[src/rtl/uart_pkg.sv]
// Shared constants for the UART APB register block:
// register offsets, STATUS bit positions and the bus FSM states.
package uart_pkg;
  localparam logic [7:0] ADDR_DATA   = 8'h00;
  localparam logic [7:0] ADDR_STATUS = 8'h04;
  localparam logic [7:0] ADDR_DIV_LO = 8'h08;
  localparam logic [7:0] ADDR_DIV_HI = 8'h0C;
  localparam logic [7:0] ADDR_CTRL   = 8'h10;

  localparam int DIV_RST_DEF = 54;

  localparam int ST_RX_EMPTY = 0;
  localparam int ST_RX_FULL  = 1;
  localparam int ST_TX_EMPTY = 2;
  localparam int ST_TX_FULL  = 3;

  typedef enum logic [1:0] {
    IDLE,
    WAIT,
    RESP
  } state_t;
endpackage

[src/rtl/uart_apb_regs.sv]
// APB3 slave for the UART: DATA maps to FIFO push/pop strobes,
// plus baud divisor, control bit and FIFO status registers.
module uart_apb_regs
  import uart_pkg::*;
#(
  parameter int APB_AW  = 8,
  parameter int APB_DW  = 8,
  parameter int DIV_W   = 16,
  parameter int DIV_RST = DIV_RST_DEF,
  parameter int TIMEOUT = 16
) (
  input  logic              clk,
  input  logic              rst,
  input  logic [APB_AW-1:0] PADDR,
  input  logic              PSEL,
  input  logic              PENABLE,
  input  logic              PWRITE,
  input  logic [APB_DW-1:0] PWDATA,
  output logic              PREADY,
  output logic [APB_DW-1:0] PRDATA,
  output logic              PSLVERR,
  input  logic [APB_DW-1:0] rx_ff_data,
  input  logic              rx_ff_empty,
  input  logic              rx_ff_full,
  output logic              rx_ff_rd_en,
  input  logic              tx_ff_empty,
  input  logic              tx_ff_full,
  output logic              tx_ff_wr_en,
  output logic [APB_DW-1:0] tx_ff_data,
  output logic [DIV_W-1:0]  DIVxR,
  output logic              tx_start
);

  localparam int CW = $clog2(TIMEOUT);
  localparam logic [CW-1:0] CNT_MAX = CW'(TIMEOUT - 1);

  state_t state;
  logic [CW-1:0] cnt;

  logic is_data, is_stat, is_lo, is_hi, is_ctrl;
  logic hit, err, blocked, access, can_go, tmo;
  logic [APB_DW-1:0] rd_val;
  logic [2*APB_DW-1:0] div_ext, div_lo_nx, div_hi_nx;

  always_comb begin
    is_data = PADDR == APB_AW'(ADDR_DATA);
    is_stat = PADDR == APB_AW'(ADDR_STATUS);
    is_lo   = PADDR == APB_AW'(ADDR_DIV_LO);
    is_hi   = PADDR == APB_AW'(ADDR_DIV_HI);
    is_ctrl = PADDR == APB_AW'(ADDR_CTRL);
    hit     = is_data | is_stat | is_lo | is_hi | is_ctrl;
    err     = !hit || (PWRITE && is_stat);
    blocked = is_data && (PWRITE ? tx_ff_full : rx_ff_empty);
    access  = PSEL && PENABLE;
    can_go  = access && !blocked
              && (state == IDLE || state == WAIT);
    tmo     = access && blocked
              && state == WAIT && cnt == CNT_MAX;
  end

  // Divisor is viewed as a zero-extended pair of bus-wide bytes
  always_comb begin
    div_ext = '0;
    div_ext[DIV_W-1:0] = DIVxR;
    div_lo_nx = div_ext;
    div_lo_nx[APB_DW-1:0] = PWDATA;
    div_hi_nx = div_ext;
    div_hi_nx[2*APB_DW-1:APB_DW] = PWDATA;
  end

  always_comb begin
    rd_val = '0;
    unique case (1'b1)
      is_data: rd_val = rx_ff_data;
      is_stat: begin
        rd_val[ST_RX_EMPTY] = rx_ff_empty;
        rd_val[ST_RX_FULL]  = rx_ff_full;
        rd_val[ST_TX_EMPTY] = tx_ff_empty;
        rd_val[ST_TX_FULL]  = tx_ff_full;
      end
      is_lo:   rd_val = div_ext[APB_DW-1:0];
      is_hi:   rd_val = div_ext[2*APB_DW-1:APB_DW];
      is_ctrl: rd_val[0] = tx_start;
      default: rd_val = '0;
    endcase
  end

  always_ff @(posedge clk) begin
    if (rst) begin
      state       <= IDLE;
      cnt         <= '0;
      PREADY      <= 1'b0;
      PRDATA      <= '0;
      PSLVERR     <= 1'b0;
      rx_ff_rd_en <= 1'b0;
      tx_ff_wr_en <= 1'b0;
      tx_ff_data  <= '0;
      DIVxR       <= DIV_W'(DIV_RST);
      tx_start    <= 1'b0;
    end else begin
      rx_ff_rd_en <= 1'b0;
      tx_ff_wr_en <= 1'b0;
      if (can_go) begin
        state   <= RESP;
        PREADY  <= 1'b1;
        PSLVERR <= err;
        PRDATA  <= (err || PWRITE) ? '0 : rd_val;
        if (!err && PWRITE) begin
          if (is_data) begin
            tx_ff_data  <= PWDATA;
            tx_ff_wr_en <= 1'b1;
          end
          if (is_lo)   DIVxR    <= div_lo_nx[DIV_W-1:0];
          if (is_hi)   DIVxR    <= div_hi_nx[DIV_W-1:0];
          if (is_ctrl) tx_start <= PWDATA[0];
        end
        if (!err && !PWRITE && is_data)
          rx_ff_rd_en <= 1'b1;
      end else if (tmo) begin
        state   <= RESP;
        PREADY  <= 1'b1;
        PSLVERR <= 1'b1;
        PRDATA  <= '0;
      end else begin
        unique case (state)
          IDLE: if (access) begin
            state <= WAIT;
            cnt   <= cnt + 1'b1;
          end
          WAIT: if (!access) begin
            state <= IDLE;
            cnt   <= '0;
          end else begin
            cnt <= cnt + 1'b1;
          end
          RESP: begin
            state   <= IDLE;
            PREADY  <= 1'b0;
            PSLVERR <= 1'b0;
            cnt     <= '0;
          end
          default: state <= IDLE;
        endcase
      end
    end
  end

endmodule

[config.mk]
export PLATFORM = sky130hd
export DESIGN_NAME = uart_apb_regs
export DESIGN_NICKNAME = d
export VERILOG_FILES = /design/src/rtl/uart_pkg.sv /design/src/rtl/uart_apb_regs.sv
export SDC_FILE = /design/constraint.sdc
export NUM_CORES = 1
export LEC_CHECK = 0
export BUFFER_PORTS_ARGS = -buffer_cell sky130_fd_sc_hd__buf_2
export CAP_MARGIN = 20
export CORE_UTILIZATION = 57
export CTS_BUF_LIST = sky130_fd_sc_hd__clkbuf_4
export DETAILED_ROUTE_END_ITERATION = 7
export MAX_ROUTING_LAYER = met4
export PLACE_DENSITY = 0.88
export SLEW_MARGIN = 0
export SYNTH_ARGS = -nofsm -noshare
export SYNTH_HDL_FRONTEND = slang
export SYNTH_SLANG_ARGS = --single-unit
[constraint.sdc]
create_clock -name clk -period 4.6 [get_ports clk]
set_clock_uncertainty 0.05 [all_clocks]
set_input_delay 0.46 -clock clk [delete_from_list [all_inputs] [get_ports clk]]
set_output_delay 0.46 -clock clk [all_outputs]
set_load 0.05 [all_outputs]
==> results of run 1 <==
power by group:
part,internal (W),switching (W)
sequential,0.000377,0.00000473
clock,0.000114,0.000125
combinational,0.0000370,0.0000635
total,0.000529,0.000193
area by class of cell:
| type | instances | area (sq um) |
|---|---|---|
| Clock buffer | 5 | 37.54 |
| Clock inverter | 3 | 43.79 |
| Fill cell | 299 | 1057 |
| Inverter | 11 | 41.29 |
| Multi-Input combinational cell | 187 | 1255 |
| Sequential cell | 43 | 860.8 |
| Tap cell | 48 | 60.06 |
| Timing Repair Buffer | 71 | 360.3 |
cells by family (layout without fill, tap and decap cells):
| family | Yosys count | in the layout |
|---|---|---|
| compound gates | 98 | 98 |
| fa+ha+maj | 5 | 5 |
| buf+inv | 27 | 90 |
| flops | 43 | 43 |
| mux | 8 | 8 |
| simple gates | 76 | 76 |
path summary, 6_finish.rpt:
| check | from | to | slack (ns) | depth (start not counted) |
|---|---|---|---|---|
| setup / recovery | state[0]$_SDFFE_PP0P_ | DIVxR[1]$_SDFFE_PP1P_ | 2.15 | 6 |
| hold reg to reg | tx_ff_data[3]$_SDFFE_PP0P_ | tx_ff_data[3]$_SDFFE_PP0P_ | 0.44 | 2 |
| hold / removal | PWDATA[3] | DIVxR[11]$_SDFFE_PP0P_ | 0.32 | 3 |
| setup reg to reg | state[0]$_SDFFE_PP0P_ | DIVxR[1]$_SDFFE_PP1P_ | 2.15 | 6 |
critical path: cells and delay by family (launching register included):
family | cells | cell delay, ns
compound gates | 4 | 1.59
fa+ha+maj | 1 | 0.25
buf+inv | 1 | 0.10
flops | 1 | 0.36
cell usage in the layout (no fill, tap or decap), types with 6 or more instances in the layout:
cell type	instances
mux2i_1	6
nand3_1	37
dfxtp_1	43
inv_1	11
a22o_1	7
buf_2	69
a21oi_1	27
nor2_1	6
o21ai_0	22
metrics by stage:
stage	util, %	power (W)	hold slack, ns	cells	area, sq um
after global routing	71.55	0.0007541	0.3049	368	2659
after floorplan	-	0.0004540	0.4192	257	2235
after CTS	71.55	0.0007224	0.3094	368	2659
final	71.55	0.0007217	0.3162	368	2659
after detailed placement	69.36	0.0004885	0.4158	360	2577
after global placement	69.36	0.0004862	0.4090	360	2577
sequential cells by signal, indices dropped and copies added, names as in the netlist:
register and flops:
state 2, rx_ff_rd_en 1, cnt 4, tx_ff_wr_en 1, PSLVERR 1, tx_start 1
PREADY 1, DIVxR 16, PRDATA 8, tx_ff_data 8
layer usage:
layer / vias to the layer above / part of all wire, % / GRT usage [%]
li1: 1115 / - / -
met1: 1126 / 42 / 38.75
met2: 126 / 48 / 52.50
met3: 16 / 7.0 / 5.986
met4: 0 / 2.9 / 16.39
met5: - / 0 / -
==> impl_metrics.json, run 1 <==
{
  "synth_compound_area_share_pct": 30.85,
  "status": "complete, no violations",
  "syn_area_sq_mm": 0.002235,
  "slowest_delay_ns": 0.73,
  "synth_area_per_cell_sq_um": 8.695,
  "crit_path_max_fanout": 25,
  "synth.yosys.seq_area_share_pct": 38.52,
  "numClockSinks": 43,
  "core_sq_mm": 0.003716,
  "hp-class": "input pin to flop",
  "syn-num-nets": 295,
  "cts_resized": 0,
  "hold_viol": 0,
  "clock_latency_ns": 0.35,
  "required_ns": 4.80,
  "powerDensity_mw_per_mm2": 271.4,
  "fp-row-count": 22,
  "vdd_ir_drop_max_v": 0.0003303,
  "synth_async_sr_flop_share_pct": 0,
  "drtIter0Drc": 196,
  "slew_headroom_pct": 28.81,
  "grt_pass1_vias": 2211,
  "synth_top_area_share_pct": 38.52,
  "clock.fmax_ghz": 0.4089,
  "power.leakage_nw": 1.047,
  "synthMuxAreaShare_pct": 3.695,
  "cts_root_buf": "clkbuf_4",
  "first_pass_iters": 5,
  "rsz0062_at_grt": "false",
  "synth_edf_count": 0,
  "boundaryPins": 70,
  "synth_area_leaders": "dfxtp_1 39%, nand3_1 8.3%, a21oi_1 6.0%, o21ai_0 4.9%, ha_1 2.8%",
  "nets": 357,
  "ant_nets": 0,
  "wl_per_cell_um": 16.67,
  "setup_ws_ns": 2.155,
  "setup_violations": 0,
  "cts_setup_buffers": 0,
  "min_period_ns": 2.445,
  "die-area_sq_mm": 0.004175,
  "gp_congestion": 0.9719,
  "crit_path_end_kind": "flop",
  "drv_cap": 0,
  "cts_buffer_depth": 2,
  "synth_top_family_by_area": "compound AO/OA/AOI/OAI gates",
  "tightestPinTransition_ns": 1.058,
  "synth.distinct_cells": 54,
  "antenna_found_initial": 0,
  "grt_pass1_wl_um": 10110,
  "place.port_buffers": 69,
  "grt_max_degree": 36,
  "synth_ff_type": "dfxtp_1",
  "die_x_um": 64.62,
  "fin_crit_sh_pct": 53.16,
  "path_clk_slew_ns": 0.13,
  "worst_ep_arrival_time_ns": 2.65,
  "holdBufCountCts": 0,
  "fp.dieH_um": 64.62,
  "post_drt_via_cell_ratio": 6.476,
  "fin_tns_setup_ns": 0,
  "vias": 2383,
  "cp-start-kind": "flop",
  "path_cells": "inv_1 -> ha_1 -> o2111a_1 -> o31a_1 -> a21boi_0 -> a311o_1",
  "hpwl_um": 4527,
  "critPathSlowestCell": "o31a_1",
  "maxSlewViolCount": 0,
  "drc": 0,
  "yosysMostFrequentCell": "dfxtp_1",
  "yosysWarningCount": 0,
  "yosysTopAreaCell": "dfxtp_1",
  "drt-total-wl_um": 6136,
  "cts_buffers": 5,
  "post-place-ws_ns": 2.000,
  "netlist_top_cells_count": "43 x dfxtp_1, 37 x nand3_1, 27 x a21oi_1",
  "initial_core_util_pct": 60.13,
  "cts_max_level": 2,
  "synthToLayoutAreaGrowth_pct": 18.98,
  "cts_tree": "done",
  "synthCells": 257,
  "crit_type": "flop to flop",
  "antenna_cells": 0,
  "grtUsageTotal_pct": 32.51,
  "ys_ff_latch": 43,
  "synthAdderAreaFrac_pct": 2.800,
  "drive_gt1_share_pct": 28.13,
  "synth_simple_gate_area_share_pct": 18.81,
  "synth_xor_area_share_pct": 0,
  "grt.overflow.total": 0
}
No activity file was read; power rests on OpenSTA's default activity.
==> run 2: changes to the inputs <==
--- a/config.mk
+++ b/config.mk
@@ -7,11 +7,11 @@
 export LEC_CHECK = 0
 export BUFFER_PORTS_ARGS = -buffer_cell sky130_fd_sc_hd__buf_2
 export CAP_MARGIN = 20
-export CORE_UTILIZATION = 57
+export CORE_UTILIZATION = 48
 export CTS_BUF_LIST = sky130_fd_sc_hd__clkbuf_4
 export DETAILED_ROUTE_END_ITERATION = 7
 export MAX_ROUTING_LAYER = met4
-export PLACE_DENSITY = 0.88
+export PLACE_DENSITY = 0.79
 export SLEW_MARGIN = 0
 export SYNTH_ARGS = -nofsm -noshare
 export SYNTH_HDL_FRONTEND = slang
==> constraint.sdc (replaced) <==
create_clock -name clk -period 2 [get_ports clk]
set_clock_uncertainty 0.05 [all_clocks]
set_input_delay 0.2 -clock clk [delete_from_list [all_inputs] [get_ports clk]]
set_output_delay 0.2 -clock clk [all_outputs]
set_load 0.05 [all_outputs]
==> run 2 against run 1 <==
Clock power grew 79%. First-iteration DRC count is 37% higher. Worst hold slack worse by 0.27 ns. Critical path type unchanged.
==> impl_metrics.json, run 2 (same netlist as run 1, synthesis figures left out) <==
{
  "boundaryPins": 70,
  "combPwrFrac_pct": 16.5,
  "clock.fmax_ghz": 0.5380,
  "synthToLayoutAreaGrowth_pct": 25.81,
  "wl_per_cell_um": 16.16,
  "slew_headroom_pct": 66.72,
  "hp-class": "input pin to flop",
  "drive_gt1_share_pct": 32.84,
  "cp-start-kind": "flop",
  "die_x_um": 70.23,
  "drc": 0,
  "nets": 375,
  "top_regs": "DIVxR: 16 flops, PRDATA: 8 flops, tx_ff_data: 8 flops",
  "critPathBufInv": 1,
  "cp_top_family": "compound AO/OA/AOI/OAI gates",
  "largest_register": "DIVxR",
  "cts_setup_buffers": 0,
  "maxSlewViolCount": 0,
  "place.port_buffers": 69,
  "grt_pass1_wl_um": 10310,
  "hpwl_um": 4736,
  "design_power_total_w": 0.001566,
  "fin_crit_sh_pct": 92.93,
  "tightestPinTransition_ns": 0.4946,
  "mostFrequentLayoutCell": "buf_2",
  "ant_nets": 0,
  "gp_congestion": 0.9292,
  "crit_path_max_fanout": 6,
  "crit_path_end_kind": "flop",
  "crit_type": "flop to flop",
  "grt_max_degree": 25,
  "cts_buffers": 5,
  "clock_latency_ns": 0.36,
  "power_frac_clock_pct": 27.4,
  "min_period_ns": 1.859,
  "antenna_cells": 0,
  "fillers": 393,
  "netSwitchingPower_w": 0.0004437,
  "fp.dieH_um": 70.23,
  "numClockSinks": 43,
  "cts_tree": "done",
  "swShare_pct": 28.33,
  "final_cell_mix": "69 x buf_2, 43 x dfxtp_1, 37 x nand3_1",
  "rsz0062_at_grt": "false",
  "path_cells": "inv_1 -> ha_1 -> o2111a_1 -> o31a_1 -> a21boi_0 -> a311o_1",
  "holdBufCountCts": 0,
  "die-area_sq_mm": 0.004932,
  "seq_power_share_pct": 56.1,
  "drtIter0Drc": 268,
  "antenna_found_initial": 0,
  "multi_input_area_sq_mm": 0.001266,
  "cts_buffer_depth": 2,
  "fin_tns_setup_ns": 0,
  "status": "complete, no violations",
  "setup_violations": 0,
  "hold_viol": 0,
  "power.leakage_nw": 1.129,
  "post_drt_via_cell_ratio": 6.105,
  "powerDensity_mw_per_mm2": 557.0,
  "first_pass_iters": 5,
  "path_clk_slew_ns": 0.13,
  "drt-total-wl_um": 6304,
  "initial_core_util_pct": 50.62,
  "vias": 2381,
  "drv_cap": 0,
  "grtUsageTotal_pct": 26.99,
  "grt.overflow.total": 0,
  "fp-row-count": 24,
  "grt_pass1_vias": 2123,
  "cts_resized": 0,
  "worst_ep_arrival_time_ns": 2.07,
  "core_sq_mm": 0.004414,
  "vdd_ir_drop_max_v": 0.0004643,
  "regArea_sq_um": 860.8,
  "cts_max_level": 2,
  "post-route-util_pct": 63.69,
  "p_int_w": 0.001122,
  "cts_root_buf": "clkbuf_4",
  "required_ns": 2.21,
  "slowest_delay_ns": 0.36,
  "largest_register_ff_count": 16,
  "critPathSlowestCell": "dfxtp_1"
}
[run 2: cell types whose count changed in the layout (fill, tap and decap cells not counted), sizes merged]
cell | previous run | this run
clkinv | 2 | 1
bufinv | 1 | 0
clkinvlp | 0 | 1
buf | 71 | 89
clkbuf | 5 | 6
[run 2: metrics by stage]
stage | worst slack, ns | area (sq um) | std cells | hold slack [ns]
2_1_floorplan | 0.1079 | 2235 | 257 | 0.2939
3_5_place_dp | -0.04515 | 2743 | 382 | 0.4156
3_3_place_gp | -0.007986 | 2743 | 382 | 0.4053
4_1_cts | 0.07231 | 2800 | 390 | 0.04440
6_report | 0.1414 | 2811 | 390 | 0.04683
5_1_grt | 0.01685 | 2811 | 390 | 0.03723
[run 2: final timing paths]
| path | startpoint | endpoint | slack, ns | cells past startpoint |
|---|---|---|---|---|
| worst max-delay path | state[1]$_SDFFE_PP0P_ | DIVxR[1]$_SDFFE_PP1P_ | 0.14 | 6 |
| worst min-delay path | PWDATA[6] | tx_ff_data[6]$_SDFFE_PP0P_ | 0.05 | 3 |
| worst max register to register | state[1]$_SDFFE_PP0P_ | DIVxR[1]$_SDFFE_PP1P_ | 0.14 | 6 |
| worst min register to register | PREADY$_SDFFE_PP0P_ | PREADY$_SDFFE_PP0P_ | 0.43 | 2 |
[run 2: area by class of cell]
cell class                      count  share of cell area, %
Inverter                           11                  1.469
Multi-Input combinational cell    187                  45.04
Sequential cell                    43                  30.62
Clock inverter                      2                 0.4450
Timing Repair Buffer               89                  18.51
Tap cell                           52                  2.314
Clock buffer                        6                  1.602
[run 2: routing by layer]
| metal | wire, um | track usage, % | vias to the layer above | part of all wire [%] |
|---|---|---|---|---|
| met5 | 0 | - | - | 0 |
| met1 | 2812 | 35.93 | 1105 | 45 |
| met4 | 140 | 8.667 | 0 | 2.2 |
| li1 | - | - | 1152 | - |
| met2 | 2867 | 41.59 | 109 | 45 |
| met3 | 483 | 4.762 | 15 | 7.7 |
[run 2: tightest hold or removal path, stage by stage]
cell and delay [ns]:
buf_2 0.11, nand3_1 0.06, a21oi_1 0.05
[run 2: power by group through the flow]
stage               logic (W)  registers (W)  clock network [W]
finish               0.000259       0.000878           0.000428
global route         0.000283       0.000881           0.000471
CTS                  0.000255       0.000878           0.000432
detailed placement   0.000254       0.000897                  0
global placement     0.000251       0.000897                  0
floorplan            0.000137       0.000907                  0
==> run 3: changes to the inputs <==
--- a/config.mk
+++ b/config.mk
@@ -7,11 +7,10 @@
 export LEC_CHECK = 0
 export BUFFER_PORTS_ARGS = -buffer_cell sky130_fd_sc_hd__buf_2
 export CAP_MARGIN = 20
-export CORE_UTILIZATION = 48
+export CORE_UTILIZATION = 35
 export CTS_BUF_LIST = sky130_fd_sc_hd__clkbuf_4
 export DETAILED_ROUTE_END_ITERATION = 7
 export MAX_ROUTING_LAYER = met4
-export PLACE_DENSITY = 0.79
 export SLEW_MARGIN = 0
 export SYNTH_ARGS = -nofsm -noshare
 export SYNTH_HDL_FRONTEND = slang
==> run 3 against run 2 <==
Routed wire length rose by 7.6%. Worst setup slack improved by 0.011 ns. Sequential share of layout area fell by 0.91 points. Power rose by 2.0%. Largest power group unchanged.
==> impl_metrics.json, run 3 (same netlist as run 1, synthesis figures left out) <==
{
  "largest_register": "DIVxR",
  "power.leakage_nw": 1.182,
  "min_period_ns": 1.848,
  "drc": 0,
  "grt_pass1_vias": 2167,
  "final_cell_mix": "69 x buf_2, 42 x dfxtp_1, 37 x nand3_1",
  "first_pass_iters": 4,
  "holdWs_ns": 0.06453,
  "maxSlewViolCount": 0,
  "crit_type": "flop to flop",
  "synthToLayoutAreaGrowth_pct": 29.84,
  "grt_max_degree": 35,
  "slew_headroom_pct": 68.55,
  "rr_startpoint": "state[0]$_SDFFE_PP0P_",
  "hpwl_um": 5096,
  "grtUsageTotal_pct": 22.26,
  "fp-row-count": 28,
  "top_regs": "DIVxR: 16 flops, PRDATA: 8 flops, tx_ff_data: 8 flops",
  "cts_max_level": 2,
  "tightestPinTransition_ns": 0.4674,
  "core_sq_mm": 0.006026,
  "cp-start-kind": "flop",
  "hold_viol": 0,
  "reg2reg_to": "cnt[3]$_SDFFE_PP0P_",
  "reg2regPathDepth": 7,
  "vias": 2350,
  "die_x_um": 81.91,
  "numClockSinks": 43,
  "largest_register_ff_count": 16,
  "place_area_sq_mm": 0.002834,
  "r2r_setup_slack_ns": 0.15,
  "required_ns": 2.19,
  "initial_core_util_pct": 37.08,
  "ant_nets": 0,
  "antenna_cells": 0,
  "cts_buffers": 5,
  "vdd_ir_drop_max_v": 0.0002733,
  "fp.dieH_um": 81.91,
  "holdPathStages": 3,
  "cts_tree": "done",
  "hp-class": "input pin to flop",
  "grt.overflow.total": 0,
  "setup_violations": 0,
  "grt_pass1_wl_um": 11010,
  "min_from": "PWDATA[6]",
  "rsz0062_at_grt": "false",
  "cts_setup_buffers": 0,
  "gp_congestion": 0.8977,
  "nets": 385,
  "fin_crit_sh_pct": 92.39,
  "drv_cap": 0,
  "path_clk_slew_ns": 0.13,
  "drive_gt1_share_pct": 34.77,
  "cts_root_buf": "clkbuf_4",
  "powerDensity_mw_per_mm2": 550.4,
  "antenna_found_initial": 0,
  "die-area_sq_mm": 0.006708,
  "hold_end": "DIVxR[6]$_SDFFE_PP0P_",
  "wl_per_cell_um": 16.04,
  "worst_ep_arrival_time_ns": 2.04,
  "status": "complete, no violations",
  "crit_path_end_kind": "flop",
  "post_drt_via_cell_ratio": 5.556,
  "final_area_sq_mm": 0.002902,
  "clock_latency_ns": 0.35,
  "clock.fmax_ghz": 0.5412,
  "place.port_buffers": 69,
  "boundaryPins": 70,
  "cts_buffer_depth": 2,
  "fillers": 644,
  "drt-total-wl_um": 6784,
  "crit_path_max_fanout": 4,
  "drtIter0Drc": 203,
  "mostFrequentLayoutCell": "buf_2"
}
-- run 3: cell types whose count changed in the layout (fill, tap and decap cells not counted), sizes merged --
cell / before / now
buf: 89 / 99
clkbuf: 6 / 7
clkinvlp: 1 / 0
-- run 3: how the worst max path moves through the flow --
stage                          startpoint                endpoint
finish              state[0]$_SDFFE_PP0P_     cnt[3]$_SDFFE_PP0P_
global route        state[0]$_SDFFE_PP0P_  DIVxR[14]$_SDFFE_PP0P_
CTS                 state[0]$_SDFFE_PP0P_     cnt[2]$_SDFFE_PP0P_
detailed placement  state[0]$_SDFFE_PP0P_  PRDATA[4]$_SDFFE_PP0P_
global placement    state[0]$_SDFFE_PP0P_  PRDATA[6]$_SDFFE_PP0P_
floorplan                        PADDR[7]   state[0]$_SDFFE_PP0P_
-- run 3: critical path: stages, from the launching register on --
cell and delay [ns]:
dfxtp_2 0.38, inv_1 0.06, ha_1 0.22, buf_4 0.15
a21bo_2 0.22, nand2_1 0.11, a2111oi_0 0.41, o32ai_1 0.13
-- run 3: per-layer routing --
metal  global-route usage (%)  wire (um)  vias to the layer above
li1                         -          -                     1168
met1                    31.47       3176                     1085
met2                    32.07       3119                       88
met3                    3.667        396                        9
met4                    6.842         91                        0
met5                        -          0                        -
-- run 3: repair_timing --
item,CTS,global route
setup endpoints to repair,4,25
gates cloned,0,0
hold buffers,0,0
resized for setup,1,3
-- run 3: power breakdown --
group / total (W) / internal [W] / leakage [nW] / switching, W
clock: 0.000441 / 0.000165 / 0.0361 / 0.000276
combinational: 0.000281 / 0.000119 / 0.798 / 0.000163
sequential: 0.000875 / 0.000868 / 0.348 / 0.00000729
-- run 3: cell type report --
type / count / area (sq um) / area share, %
multi-input cells: 187 / 1264 / 43.55
clock inverters: 1 / 5.005 / 0.1725
well taps: 75 / 93.84 / 3.234
repair buffers: 99 / 583.1 / 20.09
clock buffers: 7 / 52.55 / 1.811
flip-flops and latches: 43 / 862.1 / 29.71
inverters: 11 / 41.29 / 1.423
-- run 3: stage by stage --
step                      total power (W)  util [%]  setup TNS (ns)  std cells  setup WS, ns
after detailed placement         0.001171     47.03         -0.4343        415      -0.08815
after CTS                        0.001605     48.09               0        423       0.07610
after floorplan                  0.001044         -               0        257        0.1079
final                            0.001597     48.15               0        423        0.1523
after global placement           0.001169     47.03         -0.2567        415      -0.05393
after global routing             0.001674     48.15               0        423       0.01224
